`src/rtl/mem_port_arbiter_pkg.sv`:
```
// rtl/mem_port_arbiter_pkg.sv - shared FSM state and owner encodings for the memory port arbiter
package mem_port_arbiter_pkg;

    typedef enum logic [1:0] {
        IDLE    = 2'd0,
        CPU_ACC = 2'd1,
        DBG_ACC = 2'd2,
        RD_WAIT = 2'd3
    } arb_state_e;

    typedef enum logic {
        OWN_CPU = 1'b0,
        OWN_DBG = 1'b1
    } owner_e;

endpackage

```
`src/rtl/mem_port_arbiter_arb_pick.sv`:
```
// rtl/mem_port_arbiter_arb_pick.sv - combinational winner select (MEM_ARB_ROUND_ROBIN_EN selects round-robin contention)
module arb_pick
    import mem_port_arbiter_pkg::*;
(
    input  logic   cpu_req,
    input  logic   dbg_req,
    input  owner_e last_owner,
    input  logic   dbg_lock,
    output logic   pick_valid,
    output owner_e pick_owner
);

    logic lock_hold;

    // The loader only holds the port once it has actually won it.
    assign lock_hold = dbg_lock && (last_owner == OWN_DBG);

    // Pick at most one requester for the next access.
    always_comb begin
        pick_valid = 1'b0;
        pick_owner = OWN_CPU;
        if (lock_hold) begin
            pick_valid = dbg_req;
            pick_owner = OWN_DBG;
        end else if (cpu_req && dbg_req) begin
            pick_valid = 1'b1;
`ifdef MEM_ARB_ROUND_ROBIN_EN
            pick_owner = (last_owner == OWN_CPU) ? OWN_DBG : OWN_CPU;
`else
            pick_owner = OWN_CPU;
`endif
        end else if (cpu_req) begin
            pick_valid = 1'b1;
            pick_owner = OWN_CPU;
        end else if (dbg_req) begin
            pick_valid = 1'b1;
            pick_owner = OWN_DBG;
        end
    end

endmodule

```
`src/rtl/mem_port_arbiter.sv`:
```
// rtl/mem_port_arbiter.sv - CPU/debug arbiter for one BRAM port (MEM_ARB_ROUND_ROBIN_EN enables round-robin contention)
module mem_port_arbiter
    import mem_port_arbiter_pkg::*;
#(
    parameter int ADDR_W = 10,
    parameter int DATA_W = 16
) (
    input  logic              clk,
    input  logic              rst,
    input  logic              cpu_req,
    input  logic              cpu_we,
    input  logic [ADDR_W-1:0] cpu_addr,
    input  logic [DATA_W-1:0] cpu_wdata,
    input  logic              dbg_req,
    input  logic              dbg_we,
    input  logic [ADDR_W-1:0] dbg_addr,
    input  logic [DATA_W-1:0] dbg_wdata,
    input  logic              dbg_lock,
    output logic              cpu_gnt,
    output logic              dbg_gnt,
    output logic              cpu_rvalid,
    output logic              dbg_rvalid,
    output logic [DATA_W-1:0] cpu_rdata,
    output logic [DATA_W-1:0] dbg_rdata,
    output logic [ADDR_W-1:0] mem_addr,
    output logic [DATA_W-1:0] mem_data,
    output logic              mem_we,
    input  logic [DATA_W-1:0] mem_q
);

    arb_state_e        state_q, state_d;
    owner_e            last_owner_q, last_owner_d;
    logic              cpu_gnt_q, cpu_gnt_d;
    logic              dbg_gnt_q, dbg_gnt_d;
    logic              cpu_rvalid_q, cpu_rvalid_d;
    logic              dbg_rvalid_q, dbg_rvalid_d;
    logic [DATA_W-1:0] cpu_rdata_q, cpu_rdata_d;
    logic [DATA_W-1:0] dbg_rdata_q, dbg_rdata_d;
    logic [ADDR_W-1:0] mem_addr_q, mem_addr_d;
    logic [DATA_W-1:0] mem_data_q, mem_data_d;
    logic              mem_we_q, mem_we_d;
    logic              pick_valid;
    owner_e            pick_owner;

    arb_pick u_arb_pick (
        .cpu_req    (cpu_req),
        .dbg_req    (dbg_req),
        .last_owner (last_owner_q),
        .dbg_lock   (dbg_lock),
        .pick_valid (pick_valid),
        .pick_owner (pick_owner)
    );

    // Next-state and registered-output computation for the access FSM.
    always_comb begin
        state_d      = state_q;
        last_owner_d = last_owner_q;
        cpu_gnt_d    = 1'b0;
        dbg_gnt_d    = 1'b0;
        cpu_rvalid_d = 1'b0;
        dbg_rvalid_d = 1'b0;
        cpu_rdata_d  = cpu_rdata_q;
        dbg_rdata_d  = dbg_rdata_q;
        mem_addr_d   = mem_addr_q;
        mem_data_d   = '0;
        mem_we_d     = 1'b0;
        case (state_q)
            IDLE: begin
                if (pick_valid) begin
                    last_owner_d = pick_owner;
                    if (pick_owner == OWN_CPU) begin
                        state_d    = CPU_ACC;
                        cpu_gnt_d  = 1'b1;
                        mem_addr_d = cpu_addr;
                        mem_data_d = cpu_wdata;
                        mem_we_d   = cpu_we;
                    end else begin
                        state_d    = DBG_ACC;
                        dbg_gnt_d  = 1'b1;
                        mem_addr_d = dbg_addr;
                        mem_data_d = dbg_wdata;
                        mem_we_d   = dbg_we;
                    end
                end
            end
            CPU_ACC, DBG_ACC: begin
                if (mem_we_q) begin
                    state_d = IDLE;
                end else begin
                    // rvalid is raised for the cycle in which mem_q carries the read word.
                    state_d      = RD_WAIT;
                    cpu_rvalid_d = (state_q == CPU_ACC);
                    dbg_rvalid_d = (state_q == DBG_ACC);
                end
            end
            RD_WAIT: begin
                state_d = IDLE;
                if (cpu_rvalid_q) cpu_rdata_d = mem_q;
                if (dbg_rvalid_q) dbg_rdata_d = mem_q;
            end
            default: state_d = IDLE;
        endcase
    end

    // State and output registers with synchronous reset.
    always_ff @(posedge clk) begin
        if (rst) begin
            state_q      <= IDLE;
            last_owner_q <= OWN_CPU;
            cpu_gnt_q    <= 1'b0;
            dbg_gnt_q    <= 1'b0;
            cpu_rvalid_q <= 1'b0;
            dbg_rvalid_q <= 1'b0;
            cpu_rdata_q  <= '0;
            dbg_rdata_q  <= '0;
            mem_addr_q   <= '0;
            mem_data_q   <= '0;
            mem_we_q     <= 1'b0;
        end else begin
            state_q      <= state_d;
            last_owner_q <= last_owner_d;
            cpu_gnt_q    <= cpu_gnt_d;
            dbg_gnt_q    <= dbg_gnt_d;
            cpu_rvalid_q <= cpu_rvalid_d;
            dbg_rvalid_q <= dbg_rvalid_d;
            cpu_rdata_q  <= cpu_rdata_d;
            dbg_rdata_q  <= dbg_rdata_d;
            mem_addr_q   <= mem_addr_d;
            mem_data_q   <= mem_data_d;
            mem_we_q     <= mem_we_d;
        end
    end

    // Pulses are masked by rst so an aborted access never writes or returns data.
    assign cpu_gnt    = cpu_gnt_q & ~rst;
    assign dbg_gnt    = dbg_gnt_q & ~rst;
    assign cpu_rvalid = cpu_rvalid_q & ~rst;
    assign dbg_rvalid = dbg_rvalid_q & ~rst;
    assign mem_we     = mem_we_q & ~rst;
    assign cpu_rdata  = cpu_rvalid ? mem_q : cpu_rdata_q;
    assign dbg_rdata  = dbg_rvalid ? mem_q : dbg_rdata_q;
    assign mem_addr   = mem_addr_q;
    assign mem_data   = mem_data_q;

endmodule

```
`config.mk`:
```
export PLATFORM = sky130hd
export DESIGN_NAME = mem_port_arbiter
export DESIGN_NICKNAME = d
export VERILOG_FILES = /design/src/rtl/mem_port_arbiter_pkg.sv /design/src/rtl/mem_port_arbiter_arb_pick.sv /design/src/rtl/mem_port_arbiter.sv
export SDC_FILE = /design/constraint.sdc
export NUM_CORES = 1
export LEC_CHECK = 0
export ABC_CLOCK_PERIOD_IN_PS = 2500
export BUFFER_PORTS_ARGS = -buffer_cell sky130_fd_sc_hd__buf_2
export CORE_MARGIN = 10
export CORE_UTILIZATION = 50
export DETAILED_ROUTE_END_ITERATION = 8
export GPL_ROUTABILITY_DRIVEN = 0
export PLACE_DENSITY_LB_ADDON = 0.3
export SETUP_SLACK_MARGIN = 0.5
export SYNTH_ARGS = -nofsm -noshare
export SYNTH_HDL_FRONTEND = slang
export SYNTH_SLANG_ARGS = --single-unit
```
`constraint.sdc`:
```
create_clock -name clk -period 2.5 [get_ports clk]
set_input_delay 0.5 -clock clk [delete_from_list [all_inputs] [get_ports clk]]
set_output_delay 0.5 -clock clk [all_outputs]
set_load 0.01 [all_outputs]
```
# Word-level counts from Yosys, hierarchy flattened

Index checks and enable logic that the tools add are counted.

Register bits: 66
Output and inout port bits: 63
Input bits: 75

Reduce and logical (&&, ||, !) cells: 9
Bitwise operators: 9
Muxes and demuxes: 18
Eq/ne operators: 4

Operator list:

| operator           | number |
|---|---|
| $mux 16            | 3 |
| $mux 1             | 10 |
| $mux 10            | 1 |
| $mux 2             | 3 |
| $pmux 2 s3         | 1 |
| $reduce_and 2->1   | 3 |
| $reduce_or 3->1    | 2 |
| $and 1x1->1        | 5 |
| $eq 2x2->1 const B | 2 |
| $not 1->1          | 4 |
| $eq 2x1->1 const B | 1 |
| $logic_and 1x1->1  | 2 |
| $logic_not 2->1    | 1 |
| $ne 2x2->1 const B | 1 |
| $reduce_or 2->1    | 1 |

# Logic depth before layout (Yosys ltp)

Depth in word-level cells: 7
Mapped depth: 6
Gate-level depth less buffers: 5

# Cells and area by module

A second synthesis with hierarchy kept.

Cells, all modules: 328
Area, all modules: 3306.9 um^2

Modules (own cells, without submodules):

| module           | seq. area each (um^2) | times used | area each (um^2) | cells an instance |
|---|---|---|---|---|
| mem_port_arbiter | 1321.3                | 1          | 3286.9           | 324 |
| arb_pick         | 0.0                   | 1          | 20.0             | 4 |

# Worst setup path before layout

Ideal clock, no wire load.

Path type: in2out
Start point: input rst
End point: output dbg_rdata[10]
Path buffers: 2
Data required time: 2000 ps
Slack: 675 ps
Data arrival time: 1325 ps
Stages on the path: 4
Path through: nor2b_1 > buf_2 > buf_4 > mux2_2

Word-level cells in the longest chain between the ends: 3

Ends and longest elaborated chain:

| element              | line                    | text |
|---|---|---|
| from (decl)          | mem_port_arbiter.sv:9   | `input logic rst,` |
| $not 1->1            | mem_port_arbiter.sv:138 | `assign dbg_rvalid = dbg_rvalid_q & ~rst;` |
| $and 1x1->1          | mem_port_arbiter.sv:138 |  |
| named net dbg_rvalid | mem_port_arbiter.sv:22  | `output logic dbg_rvalid,` |
| $mux 16              | mem_port_arbiter.sv:141 | `assign dbg_rdata = dbg_rvalid ? mem_q : dbg_rdata_q;` |
| to (decl)            | mem_port_arbiter.sv:24  | `output logic [DATA_W-1:0] dbg_rdata,` |

The timed path passes the listed nets, and every way through them passes these cells.

# Final worst setup path

Start point: register dbg_rvalid_q
End point: output dbg_rdata[7]

Word-level cells in the longest chain between the ends: 2

Ends and longest elaborated chain:

| element                | line                    | text |
|---|---|---|
| from (decl)            | mem_port_arbiter.sv:36  | `logic dbg_rvalid_q, dbg_rvalid_d;` |
| from (signal assigned) | mem_port_arbiter.sv:125 | `dbg_rvalid_q <= dbg_rvalid_d;` |
| $and 1x1->1            | mem_port_arbiter.sv:138 |  |
| $mux 16                | mem_port_arbiter.sv:141 |  |

No other way between the ends.

==> results_dict.tcl <==
set metrics [dict create \
    grt.total_usage 0.172 \
    max_freq_mhz 505 \
    cp_slowest_cell "mux2_2" \
    clkTransAtPathRegs_ns 0.07 \
    grt_pass1_vias 2723 \
    fin_skew_ns 0.00767 \
    dr.pass1.iters 5 \
    layout_commonest_cell "buf_2" \
    synth_edf_count 0 \
    layout_min_cycle_time_ns 1.98 \
    leakage_uw 0.00187 \
    syn_avg_cell_area_um2 8.90 \
    cts_buffer_depth 2 \
    async_flop_share 0 \
    wl_per_cell_um 14.9 \
    core_um2 5540 \
    ys_seq_area_frac 0.460 \
    cp.arrival_ns 1.48 \
    insertedDiodeCount 0 \
    syn-num-nets 403 \
    path_cells "nor2b_4 > buf_8 > mux2_2 > buf_2" \
    grt_pass1_wl_um 12600 \
    io_buffers 137 \
    drv_slew 0 \
    setup_viol 0 \
    tightest_slew_ns 0.630 \
    layoutNonFillerInstCount 534 \
    status "complete, no violations" \
    rsz0062_at_grt "yes" \
    vias_per_cell 5.04 \
    rows 27 \
    chipHeight_um 95.8 \
    power_frac_clock 0.326 \
    setup_tns_ns 0 \
    endpoint_kind "output port" \
    vdd_drop_max_uv 441 \
    cts-root-buf "clkbuf_8" \
    die-area_um2 9180 \
    switching_share 0.276 \
    nets 537 \
    num_io_pins 138 \
    fill_cells 508 \
    cpPeakStageDelay_ns 0.34 \
    hold_violations 0 \
    dp.cells 516 \
    vias 2691 \
    grt_overflow 0 \
    synth_cells 323 \
    multiInputGateArea_um2 1430 \
    pwr_density_cell_nw_per_um2 653 \
    ant_nets 0 \
    htreeDepth 3 \
    layout_common_cells "buf_2 (133), nand2_1 (101), dfxtp_1 (65), a21oi_1 (48), mux2_2 (31)" \
    synth_warnings 0 \
    hpwl_um 5870 \
    power_switching_uw 694 \
    start_util 0.519 \
    min_path_type "input pin to flop" \
    seq_power_share 0.469 \
    antenna_found_initial 0 \
    synth_ff_type "dfxtp_1" \
    ys_seq_elements 66 \
    pwr-share-comb 0.206 \
    cts_tree "yes" \
    period_share 0.792 \
    drt_iter0_drc 55 \
    clkSinkCount 66 \
    wirelength_um 7970 \
    synthesis.area_um2 2870 \
    syn2layout_area_growth_pct 33.7 \
    cts_hold_buf 0 \
    max_cap_viol_count 0 \
    critical_path_required_ns 2.00 \
    crit_path_max_fanout 9 \
    grt_max_degree 33 \
    p_int_uw 1820 \
    clk_latency_ns 0.33 \
    drc_errors 0 \
    fp.dieW_um 95.8 \
    regArea_um2 1320 \
    slew_headroom 0.580 \
    start_kind "flop" \
    crit_type "flop to output port" \
    numCtsBuffers 9 \
    drive_above_1_share 0.426 \
    synth_cell_type_count 26 \
]
-- registers in the layout (all words and copies together) (netlist names) --
signal / cells
cpu_rdata_q: 16
dbg_rdata_q: 16
mem_data: 16
mem_addr: 10
state_q: 2
cpu_gnt_q: 1
cpu_rvalid_q: 1
dbg_gnt_q: 1
dbg_rvalid_q: 1
last_owner_q: 1
mem_we_q: 1
-- worst paths after layout --
path | startpoint | to | slack (ns) | cells past startpoint
worst max-delay path | dbg_rvalid_q | dbg_rdata[7] | 0.52 | 4
worst min-delay path | rst | dbg_rvalid_q | 0.39 | 2
worst max register to register | last_owner_q | mem_addr[7] | 1.05 | 5
worst min register to register | dbg_rdata_q[2] | dbg_rdata_q[2] | 0.45 | 2
-- area by class of cell --
class | count | share of cell area
Clock inverter | 2 | 0.00260
Clock buffer | 14 | 0.0449
Inverter | 4 | 0.00391
Tap cell | 72 | 0.0234
Multi-Input combinational cell | 231 | 0.371
Sequential cell | 66 | 0.344
Timing Repair Buffer | 145 | 0.210
-- timing repair --
action | 4_1_cts | 5_1_grt
gates cloned | 1 | 0
buffers inserted | 1 | 0
endpoints found under the hold margin | 0 | 0
setup endpoints to repair | 32 | 32
pin swaps | 0 | 0
resized for setup | 11 | 6
-- power groups by stage --
stage | Combinational [uW] | Sequential [uW] | Clock [uW]
2_1_floorplan | 283 | 1230 | 0
3_3_place_gp | 498 | 1200 | 0
3_5_place_dp | 511 | 1200 | 0
4_1_cts | 522 | 1180 | 832
5_1_grt | 579 | 1190 | 880
6_report | 517 | 1180 | 818
-- worst max-delay path, delay by kind of cell, from the launching register on --
kind          cells  cell delay [ns]
mux               1             0.34
flops             1             0.33
buf+inv           2             0.30
simple gates      1             0.18
-- routing by layer --
layer,vias to the layer above,track usage,part of all wire
li1,1360,-,-
met1,1212,0.189,0.39
met2,109,0.277,0.47
met3,10,0.0887,0.12
met4,0,0.0676,0.015
met5,-,0,0
-- kinds of logic (layout without fill, tap and decap cells) --
family,after synthesis,in the layout,share of synthesized area
DFF,66,66,0.460
muxes,42,42,0.160
buffers and inverters,26,165,0.0505
AOI/OAI and AO/OA,68,68,0.141
and+or+nand+nor,116,116,0.167
adders and majority gates,5,5,0.0218
-- synthesized netlist by cell type, drive strengths merged, types with 4 or more instances --
master | number | area, um^2
dfxtp | 66 | 1320
a21oi | 49 | 249
a211oi | 4 | 30.0
buf | 17 | 111
mux2 | 32 | 360
inv | 4 | 15.0
nor2b | 5 | 31.3
ha | 5 | 62.6
clkbuf | 5 | 18.8
nand2 | 101 | 379
o2bb2ai | 11 | 96.3
mux2i | 10 | 100
-- per-stage QoR --
step           area (um^2)  hold slack [ns]  total power (uW)  utilization  setup WS, ns
4_1_cts               3810            0.390              2530        0.688         0.497
5_1_grt               3840            0.380              2640        0.694         0.452
2_1_floorplan         2870            0.433              1510            -         0.675
3_3_place_gp          3580            0.440              1690        0.646         0.435
6_report              3840            0.394              2510        0.694         0.520
3_5_place_dp          3580            0.443              1710        0.646         0.387
Power figures use the tool's default switching activity.
